### src/rtl/tpu_host_loader.sv
// Host-side loader for the TPU: streams data/weight words into SRAM, kicks the array,
// waits for completion under a timeout and streams the result matrix back out.
module tpu_host_loader #(
  parameter int datawith    = 16,
  parameter int array_size  = 2,
  parameter int DATA_BASE   = 0,
  parameter int WEIGHT_BASE = 4,
  parameter int RESULT_BASE = 8,
  parameter int TIMEOUT     = 1023
) (
  input  logic                clk,
  input  logic                rst,
  input  logic                s_valid,
  input  logic [datawith-1:0] s_data,
  output logic                s_ready,
  output logic [9:0]          sram_addr,
  output logic [datawith-1:0] sram_wdata,
  output logic                write_en,
  input  logic [datawith-1:0] sram_rdata,
  output logic [3:0]          data_size,
  output logic                tpu_start,
  input  logic                tpu_done,
  output logic                m_valid,
  output logic [datawith-1:0] m_data,
  output logic                m_last,
  input  logic                m_ready,
  output logic                busy,
  output logic                error
);

  localparam int NN = array_size * array_size;
  localparam int KW = $clog2(2 * NN);

  localparam logic [KW-1:0] K_LAST   = KW'(2 * NN - 1);
  localparam logic [KW-1:0] K_NN     = KW'(NN);
  localparam logic [KW-1:0] R_LAST   = KW'(NN - 1);
  localparam logic [9:0]    DATA_A   = 10'(DATA_BASE);
  localparam logic [9:0]    WEIGHT_A = 10'(WEIGHT_BASE);
  localparam logic [9:0]    RESULT_A = 10'(RESULT_BASE);
  localparam logic [9:0]    TO_LAST  = 10'(TIMEOUT - 1);

  typedef enum logic [2:0] {
    S_IDLE,
    S_LOAD,
    S_FLUSH,
    S_START,
    S_WAIT,
    S_RD_REQ,
    S_RD_WAIT,
    S_RD_OUT
  } state_t;

  state_t              state_q, state_d;
  logic [KW-1:0]       k_q, k_d;
  logic [KW-1:0]       r_q, r_d;
  logic [9:0]          cnt_q, cnt_d;
  logic                s_ready_q, s_ready_d;
  logic [9:0]          addr_q, addr_d;
  logic [datawith-1:0] wdata_q, wdata_d;
  logic                we_q, we_d;
  logic [datawith-1:0] mdata_q, mdata_d;
  logic                error_q, error_d;

  logic                s_hs;
  logic [9:0]          load_addr;

  assign s_hs = s_valid && s_ready_q;

  // Data words occupy the first N*N load slots, weights the next N*N.
  always_comb begin
    load_addr = DATA_A + 10'(k_q);
    if (k_q >= K_NN) begin
      load_addr = WEIGHT_A + 10'(k_q - K_NN);
    end
  end

  always_ff @(posedge clk or posedge rst) begin
    if (rst) begin
      state_q   <= S_IDLE;
      k_q       <= '0;
      r_q       <= '0;
      cnt_q     <= '0;
      s_ready_q <= 1'b0;
      addr_q    <= '0;
      wdata_q   <= '0;
      we_q      <= 1'b0;
      mdata_q   <= '0;
      error_q   <= 1'b0;
    end else begin
      state_q   <= state_d;
      k_q       <= k_d;
      r_q       <= r_d;
      cnt_q     <= cnt_d;
      s_ready_q <= s_ready_d;
      addr_q    <= addr_d;
      wdata_q   <= wdata_d;
      we_q      <= we_d;
      mdata_q   <= mdata_d;
      error_q   <= error_d;
    end
  end

  always_comb begin
    state_d = state_q;
    k_d     = k_q;
    r_d     = r_q;
    cnt_d   = cnt_q;
    addr_d  = addr_q;
    wdata_d = wdata_q;
    we_d    = 1'b0;
    mdata_d = mdata_q;
    error_d = error_q;

    case (state_q)
      S_IDLE, S_LOAD: begin
        if (s_hs) begin
          we_d    = 1'b1;
          wdata_d = s_data;
          addr_d  = load_addr;
          if (k_q == K_LAST) begin
            k_d     = '0;
            state_d = S_FLUSH;
          end else begin
            k_d     = k_q + KW'(1);
            state_d = S_LOAD;
          end
        end
      end
      S_FLUSH: begin
        state_d = S_START;
      end
      S_START: begin
        cnt_d   = '0;
        state_d = S_WAIT;
      end
      S_WAIT: begin
        // Completion takes priority over a timeout landing in the same cycle.
        if (tpu_done) begin
          r_d     = '0;
          addr_d  = RESULT_A;
          state_d = S_RD_REQ;
        end else if (cnt_q == TO_LAST) begin
          error_d = 1'b1;
          state_d = S_IDLE;
        end else begin
          cnt_d = cnt_q + 10'd1;
        end
      end
      S_RD_REQ: begin
        state_d = S_RD_WAIT;
      end
      S_RD_WAIT: begin
        mdata_d = sram_rdata;
        state_d = S_RD_OUT;
      end
      S_RD_OUT: begin
        if (m_ready) begin
          if (r_q == R_LAST) begin
            state_d = S_IDLE;
          end else begin
            r_d     = r_q + KW'(1);
            addr_d  = RESULT_A + 10'(r_q) + 10'd1;
            state_d = S_RD_REQ;
          end
        end
      end
      default: begin
        state_d = S_IDLE;
      end
    endcase

    s_ready_d = (state_d == S_IDLE) || (state_d == S_LOAD);
  end

  assign s_ready    = s_ready_q;
  assign sram_addr  = addr_q;
  assign sram_wdata = wdata_q;
  assign write_en   = we_q;
  assign data_size  = 4'(array_size);
  assign tpu_start  = (state_q == S_START);
  assign m_valid    = (state_q == S_RD_OUT);
  assign m_data     = mdata_q;
  assign m_last     = (state_q == S_RD_OUT) && (r_q == R_LAST);
  assign busy       = (state_q != S_IDLE);
  assign error      = error_q;

endmodule

### config.mk
export PLATFORM = sky130hd
export DESIGN_NAME = tpu_host_loader
export DESIGN_NICKNAME = d
export VERILOG_FILES = /design/src/rtl/tpu_host_loader.sv
export SDC_FILE = /design/constraint.sdc
export NUM_CORES = 1
export LEC_CHECK = 0
export ABC_AREA = 0
export CORE_MARGIN = 4
export CORE_UTILIZATION = 41
export CTS_BUF_LIST = sky130_fd_sc_hd__clkbuf_16
export DETAILED_ROUTE_END_ITERATION = 8
export GPL_TIMING_DRIVEN = 1
export PLACE_DENSITY = 0.76
export SLEW_MARGIN = 40
export SYNTH_ARGS = -nofsm -noshare
export SYNTH_HDL_FRONTEND = slang
export SYNTH_SLANG_ARGS = --single-unit
### constraint.sdc
create_clock -name clk -period 1.8 [get_ports clk]
set_input_delay 0.36 -clock clk [delete_from_list [all_inputs] [get_ports clk]]
set_output_delay 0.36 -clock clk [all_outputs]
set_load 0.005 [all_outputs]
Word level (Yosys, flattened, before mapping)
Index checks and enable logic that the tools add are counted.
{"block": "word_totals", "ff_bits": 64, "latchBits": 0, "mem_bits_rw": 0, "mem_bits_ro": 0, "input_bits": 37, "output_inout_bits": 53, "memories": 0}
{"block": "op_classes", "add_sub_neg": 7, "mul": 0, "div_mod_pow": 0, "magnitude_cmp": 1, "eq_ne": 17, "n_shift": 0, "mux": 23, "n_bitwise": 1, "reduce_logical": 15}
{"cell": "$mux 10", "n": 7}
{"cell": "$pmux 10 s3", "n": 1}
{"cell": "$mux 3", "n": 9}
{"cell": "$pmux 3 s7", "n": 1}
{"cell": "$pmux 10 s2", "n": 1}
{"cell": "$eq 3x3->1 const B", "n": 5}
{"cell": "$add 10x1->10 const B", "n": 1}
{"cell": "$eq 10x10->1 const B", "n": 1}
{"cell": "$ne 2x2->1 const B", "n": 5}
{"cell": "$eq 3x2->1 const B", "n": 3}
{"cell": "$add 3x1->3 const B", "n": 2}
{"cell": "$add 5x1->6 const B", "n": 1}
{"cell": "$eq 3x1->1 const B", "n": 2}
{"cell": "$logic_not 3->1", "n": 2}
{"cell": "$pmux 3 s2", "n": 1}
{"cell": "$reduce_and 3->1", "n": 2}
{"cell": "$reduce_bool 3->1", "n": 2}
{"cell": "$add 4x3->5 const A", "n": 1}
{"cell": "$add 4x4->5 const A", "n": 1}
{"cell": "$reduce_and 5->1", "n": 1}
{"cell": "$reduce_and 4->1", "n": 1}
{"cell": "$reduce_bool 2->1", "n": 2}
{"cell": "$sub 3x3->4 const B", "n": 1}
{"cell": "$ge 3x3->1 const B", "n": 1}
{"cell": "8 further kinds", "n": 10}

Longest topological paths before layout
{"block": "depth", "word_depth": 6, "mapped_depth": 7}

Least setup slack after synthesis
No wires, ideal clock.
{"block": "synth_timing", "path_kind": "flip-flop to flip-flop", "from": "register r_q[0]", "to": "register addr_q[0] (netlist: sram_addr[0])", "setup_time_ps": 125, "t_arrival_ps": 1848, "t_required_ps": 1675, "setup_slack_ps": -173, "path_stages_with_launch": 7, "path_buffers": 0, "period_less_slack_ps": 1973, "path_cell_list": "dfrtp_1 > ha_1 > ha_1 > nor2b_1 > o21ai_1 > a22oi_1 > mux2_2"}
{"block": "synth_via", "elab_chain_len": 5, "word_cells_on_any_way": 8, "classes_between": "2 x add/sub; 2 x eq/ne; 3 x mux; 1 x reduce/logical"}
{"item": "from (decl)", "line": "55", "rtl": "logic [KW-1:0] r_q, r_d;"}
{"item": "from (signal assigned)", "line": "92", "rtl": "r_q <= r_d;"}
{"item": "$add 4x3->5", "line": "162", "rtl": "addr_d = RESULT_A + 10'(r_q) + 10'd1;"}
{"item": "$add 5x1->6", "line": "162"}
{"item": "$mux 10", "line": "158", "rtl": "if (r_q == R_LAST) begin"}
{"item": "$mux 10", "line": "157", "rtl": "if (m_ready) begin"}
{"item": "$pmux 10 s3", "line": "114", "rtl": "case (state_q)"}
{"item": "to (signal assigned)", "line": "95", "rtl": "addr_q <= addr_d;"}
{"item": "to (decl)", "line": "58", "rtl": "logic [9:0] addr_q, addr_d;"}
Several ways; a longest one is shown, not always the timed one. The select of a mux whose other input is x is not followed.
A chain may end at the register's enable or synchronous reset.

Final worst setup path
{"block": "layout_timing", "from": "register state_q[1]", "to": "register cnt_q[9]"}
{"block": "layout_via", "elab_chain_len": 3, "word_cells_on_any_way": 7, "classes_between": "4 x eq/ne; 1 x mux; 2 x reduce/logical"}
{"item": "from (decl)", "line": "53", "rtl": "state_t state_q, state_d;"}
{"item": "from (signal assigned)", "line": "90", "rtl": "state_q <= state_d;"}
{"item": "$eq 3x3->1 / $eq 3x2->1 (equally long branches)", "line": "114"}
{"item": "$ne 2x2->1 (no source line) / $reduce_bool 2->1 (equally long branches)"}
{"item": "$reduce_and 3->1 (no source line)"}
{"item": "to (signal assigned)", "line": "93", "rtl": "cnt_q <= cnt_d;"}
{"item": "to (decl)", "line": "56", "rtl": "logic [9:0] cnt_q, cnt_d;"}
Several ways; a longest one is shown, not always the timed one.

==> impl.org <==
** Status
- The flow ran to the end, but the final reports show violations.
- Violated checks :: negative setup slack

** Timing
- The tightest hold path in the finished design has a slack of 0.477 ns.
- Max Freq :: 513 MHz
- Once routing completed, OpenROAD measured the worst setup slack at -0.149 ns.
- Total setup violations reported at the end of the flow :: 11
- Setup repair after global routing missed its margin :: yes
- Hold violation count in the final report :: 0
- Time the worst path needs with I/O delays and setup :: 1.95 ns
- Final worst path period share :: 1.08
- Setup clock skew after layout :: 0.00599 ns
- Max-slew violation count :: 0

** CTS
- Buffers inserted to repair hold after CTS numbered 0.
- The longest clock path from root to sink contains 2 buffers.
- Post-CTS clock slew at the launch and capture registers of the worst setup and hold paths :: 0.05 ns
- Clock latency reported for the late side of the worst-skew pair :: 0.32 ns
- CTS H-tree depth :: 3
- TritonCTS built the clock tree.
- CTS sink count :: 59
- Clk Tree Root Cell :: clkbuf_16
- Num CTS Buffers :: 9

** Global route
- For this run the aggregate overflow at the end of global routing stands at 0.
- The number of global-route vias before repair is 2366.
- Global-route wire length before repair :: 10800 um
- Pin count of the biggest net entering global routing :: 34
- The initial antenna violation count is 0.
- For this run, the total global-route usage over all layers was measured as 0.177.

** Yosys
- Dominant combinational cell family by area after synthesis :: multiplexers
- After synthesis, the share of cell area in mux cells is 0.167.
- Synth Flop Type :: dfrtp_1
- Simple-Gate Fraction of Synth Area :: 0.105
- Synthesis-stage register bit count :: 59
- For this run, the register share of the synthesized area comes to 0.540.
- Number of flops mapped to enable cells by yosys :: 0
- Yosys mapped the design onto 41 distinct sky130hd cell types.
- Synthesis produced 230 cells.
- Yosys Warn Count :: 0
- The mapped netlist covers 2740 um^2.
- Of all flip-flops after synthesis, the portion carrying an async set or reset was 1.00.
- Post-Synth XOR/XNOR Area :: 0.00320
- A synthesized cell averages 11.9 um^2.
- The synthesized-area fraction occupied by ao, oa, aoi and oai cells came to 0.0942.
- Of the total synthesized cell area, the portion taken by full adders, half adders and majority gates is 0.0320.

** Floorplanning
- Die Span Y :: 89.7 um
- Starting Density :: 0.426
- Die Footprint :: 8050 um^2
- Number of ports placed on the die boundary :: 90
- After floorplanning, the core was divided into 29 placement rows.
- Core area :: 6420 um^2
- Die Width :: 89.7 um

** Worst setup path
- Worst flop-to-flop path endpoint :: cnt_q[9]
- For the worst setup path, the data arrival time is 2.13 ns.
- First element of the critical path :: state_q[1]
- WP buf/inv :: 4
- Of all nets on the critical path, the largest fanout is 5.
- Traced cell by cell, the critical path runs through buf_6 -> buf_6 -> buf_6 -> nor4b_4 -> nand4_2 -> buf_4 -> o311ai_2 -> o41ai_2.
- Startpoint of the worst register-to-register path :: state_q[1]
- The setup path with the least slack is of type flip-flop to flip-flop.
- The worst register-to-register path has a depth of 8.
- Crit path top cell by count :: buf_6
- STA classifies the critical path endpoint as a flip-flop.
- STA puts the critical path data required time at 1.98 ns.
- The worst setup path is launched from a flip-flop.
- Cell family contributing the most delay on the critical path :: buffers and inverters
- For this design, the slowest cell found on the critical path is dfrtp_1.
- Setup slack on the worst reg-to-reg path comes out at -0.15 ns.
- The largest single stage delay on the critical path is 0.39 ns.

** Place
- Post-detailed-placement half-perimeter wirelength :: 4730 um
- DP Area :: 3780 um^2
- At the end of routability-driven placement, the weighted congestion stood at 0.835.
- Port buffer count :: 80
- Once placement completed, the tool counted placed cells totaling 404.

** Power and ir drop
- Power density over the cells :: 1550 nW/um^2
- Part of the power in registers :: 0.318
- Power, Total :: 6.66 mW
- VDD sags by at most 1070 uV.
- The analysis attributes to cell leakage a power of 1.92 nW.
- Net switching power figure :: 2.03 mW
- Power share of the clock group :: 0.217
- Portion of total power attributed to combinational logic :: 0.465
- Switching Fraction :: 0.305
- Internal power component :: 4.63 mW

** Finish
- Post-route standard cell area excluding fillers :: 4310 um^2
- Fraction of layout instances using a drive strength above 1 :: 0.324
- Net count of the finished layout :: 396
- Growth of design area from synthesis to finish :: 57.3%
- 0 antenna diodes ended up in the layout.
- Count of placed standard cells in the final layout, fillers left out :: 432
- Layout Utilization :: 0.670
- The filler cells instantiated in the layout total 468.

** Drt
- Residual DRC :: 0
- After detailed routing, the total wire length is 6780 um.
- Final ANT Viol Nets :: 0
- First-pass iteration count of the detailed router :: 4
- Dividing the detail-routed wire length by the instance count gives 15.7 um.
- Via density per instance :: 5.18
- Via count :: 2237
- The first routing iteration left 99 violations.

** Job
- Maximum Capacitance Violations :: 0

** Min path
- Path class of the lowest-slack min-delay path :: primary input to asynchronous set/reset pin
[sequential cells by signal (all words and copies together), names as in the netlist]
| name | cells |
|---|---|
| cnt_q | 10 |
| error | 1 |
| k_q | 3 |
| m_data | 16 |
| r_q | 3 |
| s_ready | 1 |
| sram_addr | 5 |
| sram_wdata | 16 |
| state_q | 3 |
| write_en | 1 |
[Yosys cell counts (2+ instances only)]
cell type / instances / share of area
dfrtp_1: 59 / 0.54
mux2_2: 32 / 0.13
nand2_1: 14 / 0.019
inv_1: 12 / 0.016
buf_4: 9 / 0.025
o21ai_0: 9 / 0.016
a21oi_1: 7 / 0.013
ha_1: 7 / 0.032
nand3_1: 7 / 0.013
nor2_1: 7 / 0.0096
mux2_1: 6 / 0.025
o31ai_1: 6 / 0.016
buf_2: 5 / 0.0091
nand4_1: 4 / 0.0091
or3_1: 4 / 0.0091
a31oi_1: 3 / 0.0069
clkbuf_1: 3 / 0.0041
mux2i_1: 3 / 0.011
or4_1: 3 / 0.0082
a22o_1: 2 / 0.0064
a22oi_1: 2 / 0.0055
and2_1: 2 / 0.0046
conb_1: 2 / 0.0027
nor2b_1: 2 / 0.0046
nor3_1: 2 / 0.0037
o2bb2ai_1: 2 / 0.0064
or2_2: 2 / 0.0046
[cell type report]
cell class	count	area (um^2)	share of cell area
Sequential cell	59	1480	0.343
Multi-Input combinational cell	148	1280	0.297
Timing Repair Buffer	121	1150	0.267
Clock buffer	9	225	0.0523
Tap cell	77	96.3	0.0224
Inverter	13	55.1	0.0128
Clock inverter	5	23.8	0.00552
[power groups by stage]
stage	Clock (mW)	Sequential, mW	Combinational, mW
2_1_floorplan	0	2.16	1.18
3_3_place_gp	0	2.11	2.57
3_5_place_dp	0	2.14	2.62
4_1_cts	1.48	2.11	3.00
5_1_grt	1.53	2.19	3.36
6_report	1.45	2.12	3.10
[repair_timing]
action | 4_1_cts | 5_1_grt
pin swaps | 7 | 7
cloned | 0 | 1
setup endpoints to repair | 7 | 48
gates resized for setup | 29 | 19
setup buffers | 10 | 4
[cells by family (layout without fill, tap and decap cells)]
family | after synthesis | count (layout)
flip-flops | 59 | 59
AND/OR/NAND/NOR | 51 | 51
multiplexers | 41 | 41
AO/OA/AOI/OAI | 39 | 39
buffers and inverters | 30 | 148
adder cells (fa/ha/maj) | 7 | 7
other | 2 | 9
XOR/XNOR | 1 | 1
[worst max-delay path by stage]
stage / end / slack [ns] / depth (start not counted)
2_1_floorplan: sram_addr[0] / -0.008 / 6
4_1_cts: cnt_q[6] / -0.11 / 7
6_report: cnt_q[9] / -0.15 / 8
3_5_place_dp: cnt_q[6] / -0.20 / 5
3_3_place_gp: cnt_q[6] / -0.14 / 5
5_1_grt: cnt_q[6] / -0.20 / 7
[worst register-to-register path: cells and delay by family, from the launching register on]
| kind | cells | cell delay (ns) |
|---|---|---|
| buf+inv | 4 | 0.54 |
| simple gates | 2 | 0.47 |
| compound gates | 2 | 0.40 |
| flops | 1 | 0.39 |
[per-layer routing]
| metal | GRT usage | part of all wire | routed length [um] |
|---|---|---|---|
| met4 | 0.0744 | 0.025 | 172 |
| met2 | 0.279 | 0.48 | 3230 |
| met1 | 0.196 | 0.39 | 2680 |
| met3 | 0.100 | 0.10 | 708 |
| met5 | 0 | 0 | 0 |
[cell usage in the layout (no fill, tap or decap), drive strengths merged, types with 9 or more instances in the layout]
master	count
clkdlybuf4s50	76
nand2	14
buf	42
conb	9
o21ai	10
mux2	38
dfrtp	59
clkbuf	11
inv	12
[per-stage QoR]
| step | setup WS (ns) | TNS [ns] |
|---|---|---|
| global route | -0.200 | -1.59 |
| floorplan | -0.00831 | -0.0166 |
| finish | -0.149 | -0.840 |
| CTS | -0.114 | -0.416 |
| detailed placement | -0.199 | -1.28 |
| global placement | -0.141 | -0.817 |
(Power assumes the default switching activity.)
